**src/rtl/reg_exec_ctrl_pkg.sv**
```systemverilog
// reg_exec_ctrl_pkg: opcodes, FSM states and defaults shared by the register-transfer sequencer.
package reg_exec_ctrl_pkg;
  localparam int DW_DEF = 8;
  localparam int AW_DEF = 2;
  typedef enum logic [2:0] {
    OP_NOP  = 3'd0,
    OP_MOV  = 3'd1,
    OP_ADD  = 3'd2,
    OP_SUB  = 3'd3,
    OP_AND  = 3'd4,
    OP_INC  = 3'd5,
    OP_LDI  = 3'd6,
    OP_SWAP = 3'd7
  } op_e;
  typedef enum logic [2:0] {
    S_IDLE = 3'd0,
    S_READ = 3'd1,
    S_EXEC = 3'd2,
    S_WB   = 3'd3,
    S_WB2  = 3'd4
  } state_e;
  function automatic logic op_sets_flags(op_e op);
    return op inside {OP_ADD, OP_SUB, OP_AND, OP_INC};
  endfunction
endpackage

```
**src/rtl/reg_exec_alu.sv**
```systemverilog
// reg_exec_alu: combinational result and z/c flags; a is the source operand, b the destination operand.
module reg_exec_alu
  import reg_exec_ctrl_pkg::*;
#(
  parameter int DW = DW_DEF
) (
  input  op_e           op,
  input  logic [DW-1:0] a,
  input  logic [DW-1:0] b,
  input  logic [DW-1:0] imm,
  output logic [DW-1:0] result,
  output logic          z,
  output logic          c
);
  logic [DW:0] sum, dif, inc;
  assign sum = {1'b0, b} + {1'b0, a};
  assign dif = {1'b0, b} - {1'b0, a};
  assign inc = {1'b0, b} + {{DW{1'b0}}, 1'b1};
  always_comb begin
    result = '0;
    c = 1'b0;
    case (op)
      OP_MOV:  result = a;
      OP_ADD:  {c, result} = sum;
      OP_SUB:  {c, result} = dif;
      OP_AND:  result = b & a;
      OP_INC:  {c, result} = inc;
      OP_LDI:  result = imm;
      OP_SWAP: result = b;
      default: result = '0;
    endcase
    z = (result == '0);
  end
endmodule

```
**src/rtl/reg_exec_ctrl.sv**
```systemverilog
// reg_exec_ctrl: one-instruction-at-a-time sequencer driving the 4x8 register group write port.
// All outputs are registered except instr_ready, which is simply "FSM idle".
module reg_exec_ctrl
  import reg_exec_ctrl_pkg::*;
#(
  parameter int DW = DW_DEF,
  parameter int AW = AW_DEF
) (
  input  logic          clk,
  input  logic          rst_n,
  input  logic          instr_valid,
  output logic          instr_ready,
  input  logic [2:0]    instr_op,
  input  logic [AW-1:0] instr_sr,
  input  logic [AW-1:0] instr_dr,
  input  logic [DW-1:0] instr_imm,
  output logic          rf_we,
  output logic [AW-1:0] rf_sr,
  output logic [AW-1:0] rf_dr,
  output logic [DW-1:0] rf_i,
  input  logic [DW-1:0] rf_s,
  input  logic [DW-1:0] rf_d,
  output logic          done,
  output logic          flag_z,
  output logic          flag_c
);
  state_e        state_q, state_d;
  op_e           op_q, op_d;
  logic [AW-1:0] sr_q, sr_d, dr_q, dr_d, rf_sr_q, rf_sr_d, rf_dr_q, rf_dr_d;
  logic [DW-1:0] imm_q, imm_d, a_q, a_d, b_q, b_d, rf_i_q, rf_i_d;
  logic          rf_we_q, rf_we_d, done_q, done_d, z_q, z_d, c_q, c_d;
  logic [DW-1:0] alu_res;
  logic          alu_z, alu_c;
  reg_exec_alu #(.DW(DW)) u_alu (
    .op     (op_q),
    .a      (a_q),
    .b      (b_q),
    .imm    (imm_q),
    .result (alu_res),
    .z      (alu_z),
    .c      (alu_c)
  );
  always_comb begin
    state_d = state_q;
    op_d    = op_q;
    sr_d    = sr_q;
    dr_d    = dr_q;
    imm_d   = imm_q;
    a_d     = a_q;
    b_d     = b_q;
    rf_sr_d = rf_sr_q;
    rf_dr_d = rf_dr_q;
    rf_i_d  = rf_i_q;
    rf_we_d = 1'b0;
    done_d  = 1'b0;
    z_d     = z_q;
    c_d     = c_q;
    case (state_q)
      S_IDLE: if (instr_valid) begin
        state_d = S_READ;
        op_d    = op_e'(instr_op);
        sr_d    = instr_sr;
        dr_d    = instr_dr;
        imm_d   = instr_imm;
        rf_sr_d = instr_sr;
        rf_dr_d = instr_dr;
      end
      S_READ: begin
        state_d = S_EXEC;
        a_d     = rf_s;
        b_d     = rf_d;
      end
      // SWAP writes the old R[dr] into R[sr] first, then the old R[sr] into R[dr] in WB2
      S_EXEC: begin
        state_d = S_WB;
        rf_we_d = (op_q != OP_NOP);
        rf_dr_d = (op_q == OP_SWAP) ? sr_q : dr_q;
        rf_i_d  = (op_q == OP_SWAP) ? b_q : alu_res;
        done_d  = (op_q != OP_SWAP);
        z_d     = op_sets_flags(op_q) ? alu_z : z_q;
        c_d     = op_sets_flags(op_q) ? alu_c : c_q;
      end
      S_WB: if (op_q == OP_SWAP) begin
        state_d = S_WB2;
        rf_we_d = 1'b1;
        rf_dr_d = dr_q;
        rf_i_d  = a_q;
        done_d  = 1'b1;
      end else begin
        state_d = S_IDLE;
      end
      default: state_d = S_IDLE;
    endcase
  end
  always_ff @(posedge clk or negedge rst_n) begin
    if (!rst_n) begin
      state_q <= S_IDLE;
      op_q    <= OP_NOP;
      sr_q    <= '0;
      dr_q    <= '0;
      imm_q   <= '0;
      a_q     <= '0;
      b_q     <= '0;
      rf_sr_q <= '0;
      rf_dr_q <= '0;
      rf_i_q  <= '0;
      rf_we_q <= 1'b0;
      done_q  <= 1'b0;
      z_q     <= 1'b0;
      c_q     <= 1'b0;
    end else begin
      state_q <= state_d;
      op_q    <= op_d;
      sr_q    <= sr_d;
      dr_q    <= dr_d;
      imm_q   <= imm_d;
      a_q     <= a_d;
      b_q     <= b_d;
      rf_sr_q <= rf_sr_d;
      rf_dr_q <= rf_dr_d;
      rf_i_q  <= rf_i_d;
      rf_we_q <= rf_we_d;
      done_q  <= done_d;
      z_q     <= z_d;
      c_q     <= c_d;
    end
  end
  assign instr_ready = (state_q == S_IDLE);
  assign rf_we       = rf_we_q;
  assign rf_sr       = rf_sr_q;
  assign rf_dr       = rf_dr_q;
  assign rf_i        = rf_i_q;
  assign done        = done_q;
  assign flag_z      = z_q;
  assign flag_c      = c_q;
endmodule

```
**config.mk**
```make
export PLATFORM = sky130hd
export DESIGN_NAME = reg_exec_ctrl
export DESIGN_NICKNAME = d
export VERILOG_FILES = /design/src/rtl/reg_exec_ctrl_pkg.sv /design/src/rtl/reg_exec_alu.sv /design/src/rtl/reg_exec_ctrl.sv
export SDC_FILE = /design/constraint.sdc
export NUM_CORES = 1
export LEC_CHECK = 0
export CAP_MARGIN = 0
export CORE_ASPECT_RATIO = 1.2
export CORE_MARGIN = 2
export CORE_UTILIZATION = 55
export CTS_BUF_LIST = sky130_fd_sc_hd__clkbuf_4
export CTS_CLUSTER_SIZE = 10
export DETAILED_ROUTE_END_ITERATION = 10
export HOLD_SLACK_MARGIN = 0.1
export PLACE_DENSITY = 0.87
export SYNTH_ARGS = -nofsm -noshare
export SYNTH_HDL_FRONTEND = slang
export SYNTH_SLANG_ARGS = --single-unit
```
**constraint.sdc**
```tcl
create_clock -name clk -period 3.5 [get_ports clk]
set_clock_uncertainty 0.15 [all_clocks]
set_input_delay 0.35 -clock clk [delete_from_list [all_inputs] [get_ports clk]]
set_output_delay 0.35 -clock clk [all_outputs]
set_load 0.05 [all_outputs]
```
# Word level (Yosys, flattened, before mapping)

Cells that the tools add are included.

Flip-flop bits (word level): 48
Bits of input ports: 34
Word-level logic and storage cells: 55

Add/sub/neg operators: 3
Equal/unequal tests: 13
Mux-type cells: 15
Bitwise operators: 1
Reduce and logical (&&, ||, !) cells: 10

Operators by type and width:

| kind                | count |
|---|---|
| $pmux 8 s7          | 1 |
| $mux 8              | 2 |
| $pmux 8 s2          | 1 |
| $eq 3x2->1 const B  | 4 |
| $eq 3x3->1 const B  | 4 |
| $pmux 3 s4          | 1 |
| $add 8x1->9 const B | 1 |
| $add 8x8->9         | 1 |
| $sub 8x8->9         | 1 |
| $and 8x8->8         | 1 |
| $logic_not 8->1     | 1 |
| $eq 3x1->1 const B  | 2 |
| $mux 2              | 3 |
| $mux 3              | 2 |
| $pmux 2 s3          | 1 |
| $reduce_and 2->1    | 3 |
| $reduce_bool 3->1   | 2 |
| $ne 2x2->1 const B  | 2 |
| $pmux 1 s2          | 2 |
| $reduce_bool 4->1   | 1 |
| $logic_not 3->1     | 1 |
| $ne 3x3->1 const B  | 1 |
| $pmux 1 s3          | 1 |
| $reduce_and 3->1    | 1 |
| 2 further kinds     | 2 |

# Logic depth before layout (Yosys ltp)

Word-level depth: 4
Mapped depth: 10
Gate-level depth less buffers: 10

# By module

A second synthesis with hierarchy kept.

Cells, all modules: 342
Area total of the unflattened synthesis: 3482.1 um^2

By module, submodules not included:

| module        | instances | cells each | area an instance (um^2) | seq. area each (um^2) |
|---|---|---|---|---|
| reg_exec_ctrl | 1         | 160        | 2165.8                  | 1201.2 |
| reg_exec_alu  | 1         | 182        | 1316.3                  | 0.0 |

# Least setup slack after synthesis

No wires, ideal clock.

Path kind: reg2reg
From: register state_q[1]
To: register dr_q[0]
Arrival: 2705 ps
Setup slack: 518 ps
Cell stages (with the launch flop): 7
Path buffers: 3
Clock period less this slack: 2982 ps
Path through: dfrtp_1 -> clkbuf_1 -> nor3_1 -> and2_1 -> clkbuf_1 -> buf_2 -> mux2_1

Cells in the longest elaborated chain, start to end: 2

Ends and longest elaborated chain:

| element                           | RTL line             | RTL |
|---|---|---|
| start, declared                   | reg_exec_ctrl.sv:27  | `state_e state_q, state_d;` |
| start signal, assigned            | reg_exec_ctrl.sv:112 | `state_q <= state_d;` |
| $logic_not 3->1                   | -                    |  |
| net instr_ready                   | reg_exec_ctrl.sv:12  | `output logic instr_ready,` |
| $reduce_and 2->1 (no source line) | -                    |  |
| end signal, assigned              | reg_exec_ctrl.sv:115 | `dr_q <= dr_d;` |
| end, declared                     | reg_exec_ctrl.sv:29  | `logic [AW-1:0] sr_q, sr_d, dr_q, dr_d, rf_sr_q, rf_sr_d, rf_dr_q, rf_dr_d;` |

The timed path passes the listed nets, and every way through them passes these cells.
A chain may end at the register's enable or synchronous reset.

# Worst setup path after layout

From: register b_q[0]
To: register rf_i_q[6], in the netlist rf_i[6]

Cells in the longest elaborated chain, start to end: 4
Elaborated cells between the ends (all ways): 6
Classes of those cells: add/sub: 3; mux: 3

Ends and longest elaborated chain:

| element                                   | RTL line             | RTL |
|---|---|---|
| start, declared                           | reg_exec_ctrl.sv:30  | `logic [DW-1:0] imm_q, imm_d, a_q, a_d, b_q, b_d, rf_i_q, rf_i_d;` |
| start signal, assigned                    | reg_exec_ctrl.sv:103 | `b_q <= '0;` |
| start signal, assigned                    | reg_exec_ctrl.sv:118 | `b_q <= b_d;` |
| $add 8x1->9, or another cell as far along | reg_exec_alu.sv:18   | `assign inc = {1'b0, b} + {{DW{1'b0}}, 1'b1};` |
| $pmux 8 s7 (*)                            | reg_exec_alu.sv:22   | `case (op)` |
| $mux 8 (*)                                | reg_exec_ctrl.sv:78  | `rf_i_d = (op_q == OP_SWAP) ? b_q : alu_res;` |
| $pmux 8 s2 (*)                            | reg_exec_ctrl.sv:58  | `case (state_q)` |
| end signal, assigned                      | reg_exec_ctrl.sv:121 | `rf_i_q <= rf_i_d;` |
| end, declared                             | reg_exec_ctrl.sv:30  |  |

Mark *: on every way between the ends. The rest lies on a longest branch, timed or not.

==> impl_metrics.prom <==
# TYPE chip_impl_metric gauge
chip_impl_info{name="outcome",value="complete, no violations"} 1
chip_impl_metric{name="fp.dieH",unit="um"} 87.58
chip_impl_metric{name="critPathArrivalTime",unit="ns"} 2.97
chip_impl_metric{name="clkTransAtPathRegs",unit="ns"} 0.15
chip_impl_metric{name="ys.warnings.count",unit=""} 0
chip_impl_metric{name="placedCellCount",unit=""} 450
chip_impl_info{name="critical_path.startpoint_type",value="register"} 1
chip_impl_metric{name="stdcell_count",unit=""} 459
chip_impl_metric{name="routed_wirelength",unit="mm"} 8.304
chip_impl_metric{name="first_global_vias",unit=""} 2880
chip_impl_metric{name="place.port_buffers",unit=""} 50
chip_impl_metric{name="pin_count",unit=""} 51
chip_impl_metric{name="final_min_period_over_clock_period",unit="%"} 81.07
chip_impl_metric{name="die_width",unit="um"} 73.65
chip_impl_metric{name="cellPowerDensity",unit="nW/um^2"} 1167
chip_impl_metric{name="starting_density",unit="%"} 56.87
chip_impl_info{name="primary_flip_flop_cell_chosen_by_synthesis_mapping",value="dfrtp_1"} 1
chip_impl_metric{name="route.met3.wl",unit="um"} 509
chip_impl_metric{name="async_reset_ff_share",unit="%"} 100.0
chip_impl_metric{name="area_growth",unit="%"} 20.36
chip_impl_info{name="critical_path.endpoint_type",value="register"} 1
chip_impl_metric{name="fin_area",unit="um^2"} 3854
chip_impl_metric{name="max_cap_viol_count",unit=""} 0
chip_impl_metric{name="setup_tns",unit="ns"} 0
chip_impl_metric{name="finalHoldWorstSlack",unit="ns"} 0.3410
chip_impl_metric{name="placementRows",unit=""} 30
chip_impl_metric{name="average_routed_wire_per_standard_cell",unit="um"} 18.09
chip_impl_metric{name="yosysTopAreaCellShare",unit="%"} 37.51
chip_impl_metric{name="worstSkewPairLatency",unit="ns"} 0.38
chip_impl_metric{name="wl_met1",unit="mm"} 3.492
chip_impl_metric{name="required",unit="ns"} 3.63
chip_impl_info{name="tritoncts_clock_tree",value="done"} 1
chip_impl_metric{name="clock_sinks",unit=""} 48
chip_impl_metric{name="finalSetupViolations",unit=""} 0
chip_impl_metric{name="max_slew_margin",unit="%"} 29.11
chip_impl_metric{name="h-tree-depth",unit=""} 2
chip_impl_metric{name="syn_inst",unit=""} 348
chip_impl_metric{name="syn-mean-instance-area",unit="um^2"} 9.201
chip_impl_metric{name="static-leakage-power",unit="nW"} 1.613
chip_impl_metric{name="ys_ff_latch",unit=""} 48
chip_impl_metric{name="mappedNetlistArea",unit="um^2"} 3202
chip_impl_metric{name="largest_net_degree_at_the_start_of_global_routing",unit=""} 49
chip_impl_metric{name="final_critical_delay_including_setup_and_external_delays",unit="ns"} 2.837
chip_impl_metric{name="cts.repair.resized",unit=""} 0
chip_impl_metric{name="ctsLongestPathBuffers",unit=""} 2
chip_impl_metric{name="vias_post_dr",unit=""} 2894
chip_impl_metric{name="synthesis.nets",unit=""} 402
chip_impl_metric{name="synth-edff-count",unit=""} 0
chip_impl_metric{name="cts_made_buffers",unit=""} 5
chip_impl_info{name="synth.top_cells.by_area",value="dfrtp_1, ha_1, mux2_1"} 1
chip_impl_metric{name="register_area_share_after_synthesis",unit="%"} 37.51
chip_impl_metric{name="holdBufCountCts",unit=""} 1
chip_impl_metric{name="worst_ir_drop_vdd",unit="mV"} 0.5175
chip_impl_metric{name="rrSetupSlack",unit="ns"} 0.66
chip_impl_metric{name="route.detailed.vias_per_inst",unit=""} 6.305
chip_impl_info{name="hold_path_class",value="input port to register"} 1
chip_impl_metric{name="antenna_violating_nets_left",unit=""} 0
chip_impl_metric{name="yosysUniqueCellTypes",unit=""} 60
chip_impl_metric{name="max_freq",unit="GHz"} 0.3524
chip_impl_info{name="critPathKind",value="register to register"} 1
chip_impl_metric{name="floorplan.die_area",unit="um^2"} 6450
chip_impl_metric{name="timing.final.max_slew_violations",unit=""} 0
chip_impl_metric{name="placed_area",unit="um^2"} 3737
chip_impl_metric{name="hpwl",unit="mm"} 6.078
chip_impl_metric{name="timing_worst_slew_pin_value",unit="ns"} 1.063
chip_impl_info{name="synth.cells.most_frequent",value="dfrtp_1, nand2_1, o21ai_1, a21oi_1, nor2_1"} 1
chip_impl_metric{name="final-hold-violation-count",unit=""} 0
chip_impl_metric{name="critical_path.max_fanout",unit=""} 5
chip_impl_metric{name="placeableCoreArea",unit="um^2"} 5630
chip_impl_metric{name="post-route-util",unit="%"} 68.44
chip_impl_info{name="routed.top_layer",value="met4"} 1
chip_impl_info{name="rsz0062_at_grt",value="no"} 1
chip_impl_metric{name="drt_first_pass_iters",unit=""} 6
chip_impl_metric{name="drcViolationCount",unit=""} 0
chip_impl_metric{name="initialDrtViolationCount",unit=""} 231
chip_impl_info{name="post-synth-top-count-cell",value="dfrtp_1"} 1
chip_impl_metric{name="nNetsFinal",unit=""} 448
chip_impl_metric{name="place_congestion",unit=""} 0.9486
chip_impl_metric{name="globalRoute.totalOverflow",unit=""} 0
chip_impl_metric{name="fraction_of_final_layout_cells_sized_beyond_drive_strength_1",unit="%"} 5.570
chip_impl_metric{name="cts_setup_buffers",unit=""} 0
chip_impl_info{name="clockRootBuffer",value="clkbuf_4"} 1
chip_impl_metric{name="diodes",unit=""} 0
chip_impl_metric{name="track_usage",unit="%"} 27.00
chip_impl_metric{name="grt_first_pass_wirelength",unit="mm"} 13.64
chip_impl_metric{name="wl_met2",unit="mm"} 4.029
chip_impl_info{name="yosys.area.top_type",value="dfrtp_1"} 1
chip_impl_metric{name="grt_antenna_before_repair",unit=""} 0
==> metrics by stage <==
stage | setup slack [ns] | power [mW]
after CTS | 0.6789 | 4.451
after global routing | 0.3729 | 4.813
after global placement | 0.8035 | 3.950
after detailed placement | 0.7130 | 4.000
after floorplan | 0.5177 | 3.233
final | 0.6626 | 4.498
==> path summary, 6_finish.rpt <==
path / from / endpoint / cells past startpoint
worst max-delay path: b_q[0] / rf_i[6] / 10
worst min-delay path: rf_s[3] / a_q[3] / 3
worst max register to register: b_q[0] / rf_i[6] / 10
worst min register to register: rf_dr[0] / rf_dr[0] / 2
max in group asynchronous: rst_n / imm_q[1] / 2
min in group asynchronous: rst_n / a_q[4] / 2
==> placed cells by master (no fill, tap or decap), types with 3 or more instances in the layout <==
master           Yosys  routed
clkdlybuf4s50_1      0      49
dfrtp_1             48      48
nand2_1             37      37
o21ai_1             28      28
nor2_1              24      24
a21oi_1             24      24
mux2_1              20      20
inv_1               18      18
ha_1                18      18
xnor2_1              9       9
o22ai_1              8       8
nand2b_1             7       7
nor2b_1              7       7
mux2i_1              7       7
nand3_1              6       6
o221a_1              5       5
clkbuf_4             0       5
buf_4                0       5
and2_1               4       4
o21ai_0              4       4
a221oi_1             4       4
and3_1               3       3
nor3_1               3       3
a211oi_1             3       3
a32o_1               3       3
xor2_1               3       3
==> cell type report <==
class / instances / area (um^2)
Timing Repair Buffer: 56 / 543.0
Multi-Input combinational cell: 263 / 1848
Fill cell: 460 / 1777
Inverter: 20 / 75.07
Tap cell: 64 / 80.08
Clock inverter: 3 / 68.82
Sequential cell: 48 / 1201
Clock buffer: 5 / 37.54
==> registers in the layout (all words and copies together) (netlist names) <==
name and count:
done 1, rf_i 8, flag_z 1, flag_c 1
rf_dr 2, b_q 8, dr_q 2, rf_we 1
state_q 3, op_q 3, rf_sr 2, imm_q 8
a_q 8
==> power by group <==
group	total, mW	leakage [nW]	switching [mW]	internal (mW)
sequential	1.23	0.580	0.400	0.832
combinational	2.84	0.978	1.66	1.18
clock	0.426	0.0558	0.201	0.225
total	4.50	1.61	2.26	2.23
==> cells by family after synthesis <==
logic type                 after synthesis  share of synthesized area, %
adders and majority gates               20                         8.285
xor gates and xnor gates                12                         3.283
buffers and inverters                   37                         4.767
AOI/OAI and AO/OA                      101                         21.02
DFF                                     48                         37.51
muxes                                   29                         10.04
and+or+nand+nor                        101                         15.08
==> critical path: stages, from the launching register on <==
cell and delay (ns):
dfrtp_1 0.45, inv_1 0.11, ha_1 0.21, fa_1 0.40
nand3b_1 0.20, a21oi_1 0.19, o21ai_1 0.13, nor3b_1 0.17
o32ai_1 0.25, o221ai_1 0.23, o221a_1 0.25
==> metal layers <==
layer  up-vias  track usage, %
li1       1350               -
met2       148           42.94
met4         0           14.21
met5         -               0
met1      1370           35.24
met3        26           4.258
Note: power is estimated with default switching activity, not from simulation.
